<file path="src/rtl/div_clk_tick_counter.sv">
// div_clk_tick_counter
//   Samples the divider's output clock and mode flag as plain data in the fast
//   clock domain and turns each divided-clock rising edge into a one-cycle
//   tick. It also counts ticks, restarts cleanly on a mode change, and
//   provides an optional stall watchdog.
//   Optional feature: define TICK_WATCHDOG_EN to build the stall watchdog.
//   When the macro is undefined, stall is tied to 0.
module div_clk_tick_counter #(
  parameter int SYNC_STAGES = 2,   // 2..4
  parameter int CNT_WIDTH   = 16,
  parameter int WDOG_LIMIT  = 64
) (
  input  logic                 internal_clk_fgpa,
  input  logic                 rst_n,
  input  logic                 div_clk_in,
  input  logic                 slow_clk_in,
  input  logic                 cnt_en,
  input  logic                 cnt_clr,
  output logic                 tick,
  output logic [CNT_WIDTH-1:0] count,
  output logic                 count_wrap,
  output logic                 mode_chg,
  output logic [1:0]           state,
  output logic                 stall
);

  localparam logic [1:0] ST_IDLE  = 2'd0;
  localparam logic [1:0] ST_ARMED = 2'd1;
  localparam logic [1:0] ST_RUN   = 2'd2;

  // mode_chg stays blocked until the slow_clk chain has flushed its reset contents
  localparam int WARM_MAX = SYNC_STAGES + 1;

  logic [SYNC_STAGES-1:0] div_sync;
  logic [SYNC_STAGES-1:0] slow_sync;
  logic                   div_d;
  logic                   slow_d;
  logic [2:0]             warm_cnt;
  logic                   warm_ok;
  logic                   tick_cond;
  logic                   mode_cond;

  logic [1:0]             state_next;
  logic [CNT_WIDTH-1:0]   count_next;
  logic                   wrap_next;

  // Synchroniser chains plus one-cycle-delayed copies for edge detection
  always_ff @(posedge internal_clk_fgpa or negedge rst_n) begin
    if (!rst_n) begin
      div_sync  <= '0;
      slow_sync <= '0;
      div_d     <= 1'b0;
      slow_d    <= 1'b0;
    end else begin
      div_sync  <= {div_sync[SYNC_STAGES-2:0], div_clk_in};
      slow_sync <= {slow_sync[SYNC_STAGES-2:0], slow_clk_in};
      div_d     <= div_sync[SYNC_STAGES-1];
      slow_d    <= slow_sync[SYNC_STAGES-1];
    end
  end

  // Post-reset warm-up counter that masks mode_chg until the chain is flushed
  always_ff @(posedge internal_clk_fgpa or negedge rst_n) begin
    if (!rst_n) begin
      warm_cnt <= 3'd0;
    end else if (!warm_ok) begin
      warm_cnt <= warm_cnt + 3'd1;
    end
  end

  assign warm_ok   = (warm_cnt == 3'(WARM_MAX));
  assign tick_cond = div_sync[SYNC_STAGES-1] & ~div_d;
  assign mode_cond = (slow_sync[SYNC_STAGES-1] ^ slow_d) & warm_ok;

  // Next-state and next-count logic with clear taking precedence over everything
  always_comb begin
    state_next = state;
    count_next = count;
    wrap_next  = 1'b0;
    if (!cnt_en) begin
      state_next = ST_IDLE;
    end else if (mode_cond) begin
      state_next = ST_ARMED;
      count_next = '0;
    end else if (state == ST_IDLE) begin
      state_next = ST_ARMED;
    end else if (state == ST_ARMED) begin
      // The first edge after arming closes a partial period; it is not counted
      if (tick_cond) begin
        state_next = ST_RUN;
      end
    end else if (state == ST_RUN) begin
      if (tick_cond) begin
        count_next = count + 1'b1;
        wrap_next  = &count;
      end
    end else begin
      state_next = ST_IDLE;
    end
    if (cnt_clr) begin
      count_next = '0;
      wrap_next  = 1'b0;
    end
  end

  // Registered outputs; all of them change on the same edge
  always_ff @(posedge internal_clk_fgpa or negedge rst_n) begin
    if (!rst_n) begin
      tick       <= 1'b0;
      mode_chg   <= 1'b0;
      count_wrap <= 1'b0;
      count      <= '0;
      state      <= ST_IDLE;
    end else begin
      tick       <= tick_cond;
      mode_chg   <= mode_cond;
      count_wrap <= wrap_next;
      count      <= count_next;
      state      <= state_next;
    end
  end

`ifdef TICK_WATCHDOG_EN
  localparam int WDOG_W = $clog2(WDOG_LIMIT + 1);

  logic [WDOG_W-1:0] wdog_cnt;

  // Quiet-cycle counter: runs while armed or running and saturates at the limit
  always_ff @(posedge internal_clk_fgpa or negedge rst_n) begin
    if (!rst_n) begin
      wdog_cnt <= '0;
    end else if (state == ST_IDLE || tick_cond || cnt_clr) begin
      wdog_cnt <= '0;
    end else if (wdog_cnt != WDOG_W'(WDOG_LIMIT)) begin
      wdog_cnt <= wdog_cnt + 1'b1;
    end
  end

  // Sticky stall flag; a tick, a clear or a drop to IDLE releases it
  always_ff @(posedge internal_clk_fgpa or negedge rst_n) begin
    if (!rst_n) begin
      stall <= 1'b0;
    end else if (tick_cond || cnt_clr || state_next == ST_IDLE) begin
      stall <= 1'b0;
    end else if (wdog_cnt == WDOG_W'(WDOG_LIMIT)) begin
      stall <= 1'b1;
    end
  end
`else
  assign stall = 1'b0;
`endif

endmodule

</file>
<file path="config.mk">
export PLATFORM = sky130hd
export DESIGN_NAME = div_clk_tick_counter
export DESIGN_NICKNAME = d
export VERILOG_FILES = /design/src/rtl/div_clk_tick_counter.sv
export SDC_FILE = /design/constraint.sdc
export NUM_CORES = 1
export LEC_CHECK = 0
export ABC_CLOCK_PERIOD_IN_PS = 3400
export CAP_MARGIN = 20
export CORE_AREA = 2 2 65 67
export DETAILED_ROUTE_END_ITERATION = 8
export DIE_AREA = 0 0 67 69
export PLACE_DENSITY = 0.61
export RECOVER_POWER = 25
export SLEW_MARGIN = 20
export SYNTH_ARGS = -nofsm -noshare
export SYNTH_HDL_FRONTEND = slang
export SYNTH_SLANG_ARGS = --single-unit
</file>
<file path="constraint.sdc">
create_clock -name internal_clk_fgpa -period 3.4 [get_ports internal_clk_fgpa]
set_input_delay 0.68 -clock internal_clk_fgpa [delete_from_list [all_inputs] [get_ports internal_clk_fgpa]]
set_output_delay 0.68 -clock internal_clk_fgpa [all_outputs]
set_load 0.01 [all_outputs]
</file>
Yosys cells after proc, flatten, opt, wreduce, memory -nomap -nowiden:

Index checks and enable logic that the tools add are counted.

* add/sub/neg operators: 2
* multiply operators: 0
* divide/modulo/power cells: 0
* magnitude comparators: 0
* eq/ne operators: 7
* shifts and indexed selects: 0
* mux-type cells: 20
* bitwise logic cells: 4
* reductions and logical operators: 7

Operator list (count)
* two-way mux 16 bit: 7
* adder 16 x 1 -> 16 bit, second input constant: 1
* AND reduction 16 bit: 1
* two-way mux 2 bit: 6
* != test 5 bit, second input constant: 2
* two-way mux 1 bit: 7
* != test 3 bit, second input constant: 2
* nonzero test 3 bit: 2
* AND reduction 5 bit: 1
* adder 3 x 1 -> 3 bit, second input constant: 1
* equality test 3 x 2 -> 1 bit, second input constant: 1
* AND 1 bit: 2
* equality test 2 x 1 -> 1 bit, second input constant: 1
* equality test 2 bit, second input constant: 1
* zero test 2 bit: 1
* AND reduction 2 bit: 1
* nonzero test 2 bit: 1
* inverter 1 bit: 1
* bitwise XOR 1 bit: 1

* bits in registers: 30
* latch bits: 0
* RAM bits: 0
* memory bits (read-only): 0
* bits of input ports: 6
* output and inout bits: 22
* word-level logic and storage cells: 50
* memories kept: 0

Longest topological paths before layout:

* word-level depth: 9
* depth in mapped cells: 7
* gate-level depth less buffers: 5

Least setup slack after synthesis:

No wires, ideal clock.

* kind: reg2reg
* from: register count[0]
* to: register count[14]
* data arrival time: 1628 ps
* required time: 3318 ps
* path slack: 1691 ps
* stages on the path, launching flop included: 7
* period minus slack after synthesis: 1709 ps
* cells stage by stage: dfrtp_1 > ha_1 > and3_1 > buf_2 > and4_4 > a311o_1 > a31oi_1

* cells in the longest elaborated chain, start to end: 8

Ends and longest elaborated chain
* start: declaration: line 20 `output logic [CNT_WIDTH-1:0] count,`
* start signal: assignment: line 118 `count <= count_next;`
* adder 16 x 1 -> 16 bit: line 94 `count_next = count + 1'b1;`
* two-way mux 16 bit: line 93 `if (tick_cond) begin`
* two-way mux 16 bit: line 92 `end else if (state == ST_RUN) begin`
* two-way mux 16 bit: line 87 `end else if (state == ST_ARMED) begin`
* two-way mux 16 bit: line 85 `end else if (state == ST_IDLE) begin`
* two-way mux 16 bit: line 82 `end else if (mode_cond) begin`
* two-way mux 16 bit: line 80 `if (!cnt_en) begin`
* two-way mux 16 bit: line 100 `if (cnt_clr) begin`

Every way passes these cells. The select of a mux whose other input is x is not followed.
A chain may end at the register's enable or synchronous reset.

==> flow_summary_export.csv <==
group,metric,value,unit
global_route,grt_pass1_vias,1212,
routing,post_drt_wl_per_cell,14.57,µm
timing,fin_crit,2.244,ns
floorplan,core_area,3914,µm²
clock_network,worst_skew_pair.late_latency,0.28,ns
routing,dr_total_vias,1184,
floorplan,io_pins,28,
critical_path,crit_buf_inv,2,
clock_network,clk_pin_slew_worst_paths,0.06,ns
routing,detailedRoute.firstIterationViolations,42,
synth,mappedNetlistArea,1498,µm²
timing,timing.final.hold_violations,0,
clock_network,number_of_clock_buffers_inserted_by_tritoncts,5,
timing,setup_tns,0,ns
critical_path,timing.reg2reg.setup_slack,1.30,ns
critical_path,path_max_fanout,30,
timing,maxClockFrequency,445.6,MHz
floorplan,die_h,69,µm
floorplan,die_w,67,µm
clock_network,cts.htree.levels,2,
global_route,grtUsageTotal,15.73,%
synth,synth_mux_area_share,3.759,%
synth,asyncSetResetFlopFracSynth,100.0,%
synth,post_synth.cell_area_avg,10.93,µm²
synth,postSynthRegisterBits,30,
power_and_ir_drop,power_density,372.0,nW/µm²
synth,yosys_most_used_dff,"dfrtp_1",
synth,post_synth_and_or_nand_nor_area_fraction,17.79,%
placed_design,hpwlAfterDp,2.189,mm
floorplan,initial_utilization,38.27,%
placed_design,dpl_worst_slack,0.8809,ns
synth,syn-num-nets,146,
clock_network,cts_resized,0,
synth,synth.yosys.seq_area_share,50.13,%
routing,final_antenna_net_count,0,
clock_network,clock_tree_from_tritoncts,"done",
layout,diodes,0,
critical_path,worstPathRequired,3.50,ns
clock_network,clk_path_buf_depth,2,
run_status,failing_checks,"max-capacitance violations, max-slew violations",
placed_design,port_buffers,26,
synth,synth_fa_ha_area_share,2.506,%
timing,finalSetupViolations,0,
synth,xor_xnor_cell_area_share_of_the_yosys_netlist,1.671,%
routing,drt-total-wl,3.133,mm
layout,flow.area_growth_from_synthesis,24.81,%
critical_path,timing.critical_path.cells,"dlygate4sd3_1, clkbuf_1",
timing,clock_skew,0.007366,ns
critical_path,rr_endpoint,"count[5]",
critical_path,critical_path.top_delay_family,"buffers and inverters",
synth,synth-warning-count,0,
synth,yosys.cell_types.count,44,
run_status,status,"finished with violations",
critical_path,cp_slowest_stage_delay,1.14,ns
synth,compound_cell_area_share_of_the_yosys_netlist,18.63,%
critical_path,worst_setup_path_end_kind,"asynchronous set/reset pin",
layout,drive_gt1_share,9.697,%
power_and_ir_drop,leakage,0.7328,nW
global_route,maximum_number_of_pins_on_one_net_before_global_route_repair,31,
layout,n_fill_cell,394,
timing,transition_time_of_the_tightest_slew_check_pin,1.571,ns
critical_path,critPathArrivalTime,2.34,ns
timing,worst_slack,1.156,ns
synth,synth_enable_flop_cells,0,
routing,post-route-drc-count,0,
critical_path,worst-r2r-cell-count,6,
layout,number_of_nets_in_the_layout,175,
clock_network,cts_setup_buffers,0,
timing,fin_crit_sh,66.00,%
power_and_ir_drop,vdd.ir_drop.worst,0.0001706,V
placed_design,final_replace_weighted_congestion,0.7771,
routing,dr.pass1.iters,4,
min_path,hold-path-cell-count,0,
timing,finalHoldWorstSlack,0.3468,ns
min_path,timing.hold.worst_endpoint,"div_sync[1]",
timing,timing.slew.headroom,-4.744,%
global_route,global_route_wire_length_before_repair,5.589,mm
min_path,holdCritPathClass,"flip-flop to flip-flop",
clock_network,cts-hold-fix-buffers,0,
clock_network,cts_num_sinks,30,
min_path,worstHoldStart,"div_sync[0]",
routing,vias_per_cell,5.507,
critical_path,rr_startpoint,"warm_cnt[0]",
floorplan,floorplan.rows,23,
critical_path,startpoint_type,"input port",
global_route,grt_antenna_before_repair,0,
synth,count_of_mapped_cells_out_of_synthesis,137,
critical_path,critical-path-slowest-cell,"clkbuf_1",
clock_network,clk_root_buffer_cell,"clkbuf_8",
job,maxCapViolations,1,
timing,count_of_final_max_slew_check_failures,31,
timing,setup_repair_after_global_routing_missed_its_margin,"no",
floorplan,fp.dieArea,4623,µm²
global_route,grt_remaining_overflow,0,
critical_path,timing.setup.critical_path_class,"input port to asynchronous set/reset pin",
synth,synth_top_family_by_area,"compound AO/OA/AOI/OAI gates",
==> stage by stage <==
stage	total power, mW	cells	area, µm²	utilization, %
2_1_floorplan	0.4022	137	1498	-
5_1_grt	0.7271	215	1869	47.76
6_report	0.6953	215	1869	47.76
4_1_cts	0.7059	215	1873	47.86
3_3_place_gp	0.4258	209	1790	45.75
3_5_place_dp	0.4271	209	1790	45.75
==> kinds of logic after synthesis <==
group,after synthesis
mux,5
buf+inv,15
compound gates,36
simple gates,45
xor+xnor,2
flops,30
other cells,1
fa+ha+maj,3
==> per-layer routing <==
metal  vias to the layer above  GRT usage [%]  share of wire, %
li1                        565              -                 -
met1                       591          19.60                46
met2                        24          24.64                48
met3                         4          5.546               4.5
met4                         0          6.122               1.1
met5                         -              0                 0
==> synth_stat cells (2+ instances only) <==
| cell type | instances | area share (%) |
|---|---|---|
| a22oi_1 | 6 | 3.0 |
| nand3_1 | 13 | 4.3 |
| a41oi_1 | 2 | 1.2 |
| a31oi_1 | 9 | 3.8 |
| nand2_1 | 3 | 0.75 |
| and2_1 | 2 | 0.84 |
| nand4_1 | 4 | 1.7 |
| dfrtp_1 | 30 | 50 |
| nand2b_1 | 2 | 0.84 |
| buf_6 | 2 | 1.5 |
| o21ai_1 | 6 | 2.0 |
| a22o_1 | 2 | 1.2 |
| inv_1 | 8 | 2.0 |
| mux2i_1 | 3 | 2.0 |
| and3_1 | 4 | 1.7 |
| buf_2 | 3 | 1.0 |
| nand3b_1 | 2 | 1.0 |
| ha_1 | 3 | 2.5 |
| a21oi_1 | 4 | 1.3 |
| nor2_1 | 5 | 1.3 |
==> worst max path at each step <==
| stage | from | end | slack [ns] | cells past startpoint |
|---|---|---|---|---|
| 2_1_floorplan | count[0] | count[14] | 1.69 | 6 |
| 3_3_place_gp | cnt_clr | count[4] | 0.95 | 6 |
| 6_report | rst_n | count[15] | 1.16 | 2 |
| 3_5_place_dp | cnt_en | count[5] | 0.88 | 6 |
| 4_1_cts | cnt_en | count[5] | 1.17 | 6 |
| 5_1_grt | rst_n | count_wrap | 0.80 | 2 |
==> power breakdown <==
part           total (mW)  switching, mW  internal (mW)  leakage, nW
registers           0.368        0.00385          0.364        0.389
clock network       0.276          0.121          0.156       0.0431
logic              0.0516         0.0298         0.0218        0.300
==> registers in the layout (all words and copies together) (netlist names) <==
register	flops
slow_sync	2
count	16
div_d	1
slow_d	1
warm_cnt	3
state	2
mode_chg	1
count_wrap	1
tick	1
div_sync	2
==> layout make-up <==
cell class / instances / area (µm²) / share of cell area (%)
Sequential cell: 30 / 750.7 / 40.16
Multi-Input combinational cell: 92 / 668.1 / 35.74
Timing Repair Buffer: 28 / 271.5 / 14.52
Clock buffer: 6 / 82.58 / 4.418
Tap cell: 50 / 62.56 / 3.347
Inverter: 9 / 33.78 / 1.807
==> cell usage in the layout, fill, tap and decap left out, drive strengths merged, types with 4 or more instances in the layout <==
master and count:
inv 8, a31oi 9, dfrtp 30, nand3 13
nand4 4, o21ai 6, nor2 5, nand2 4
and3 4, a21oi 4, a22oi 6, clkdlybuf4s50 23
clkbuf 7
Power figures use the tool's default switching activity.
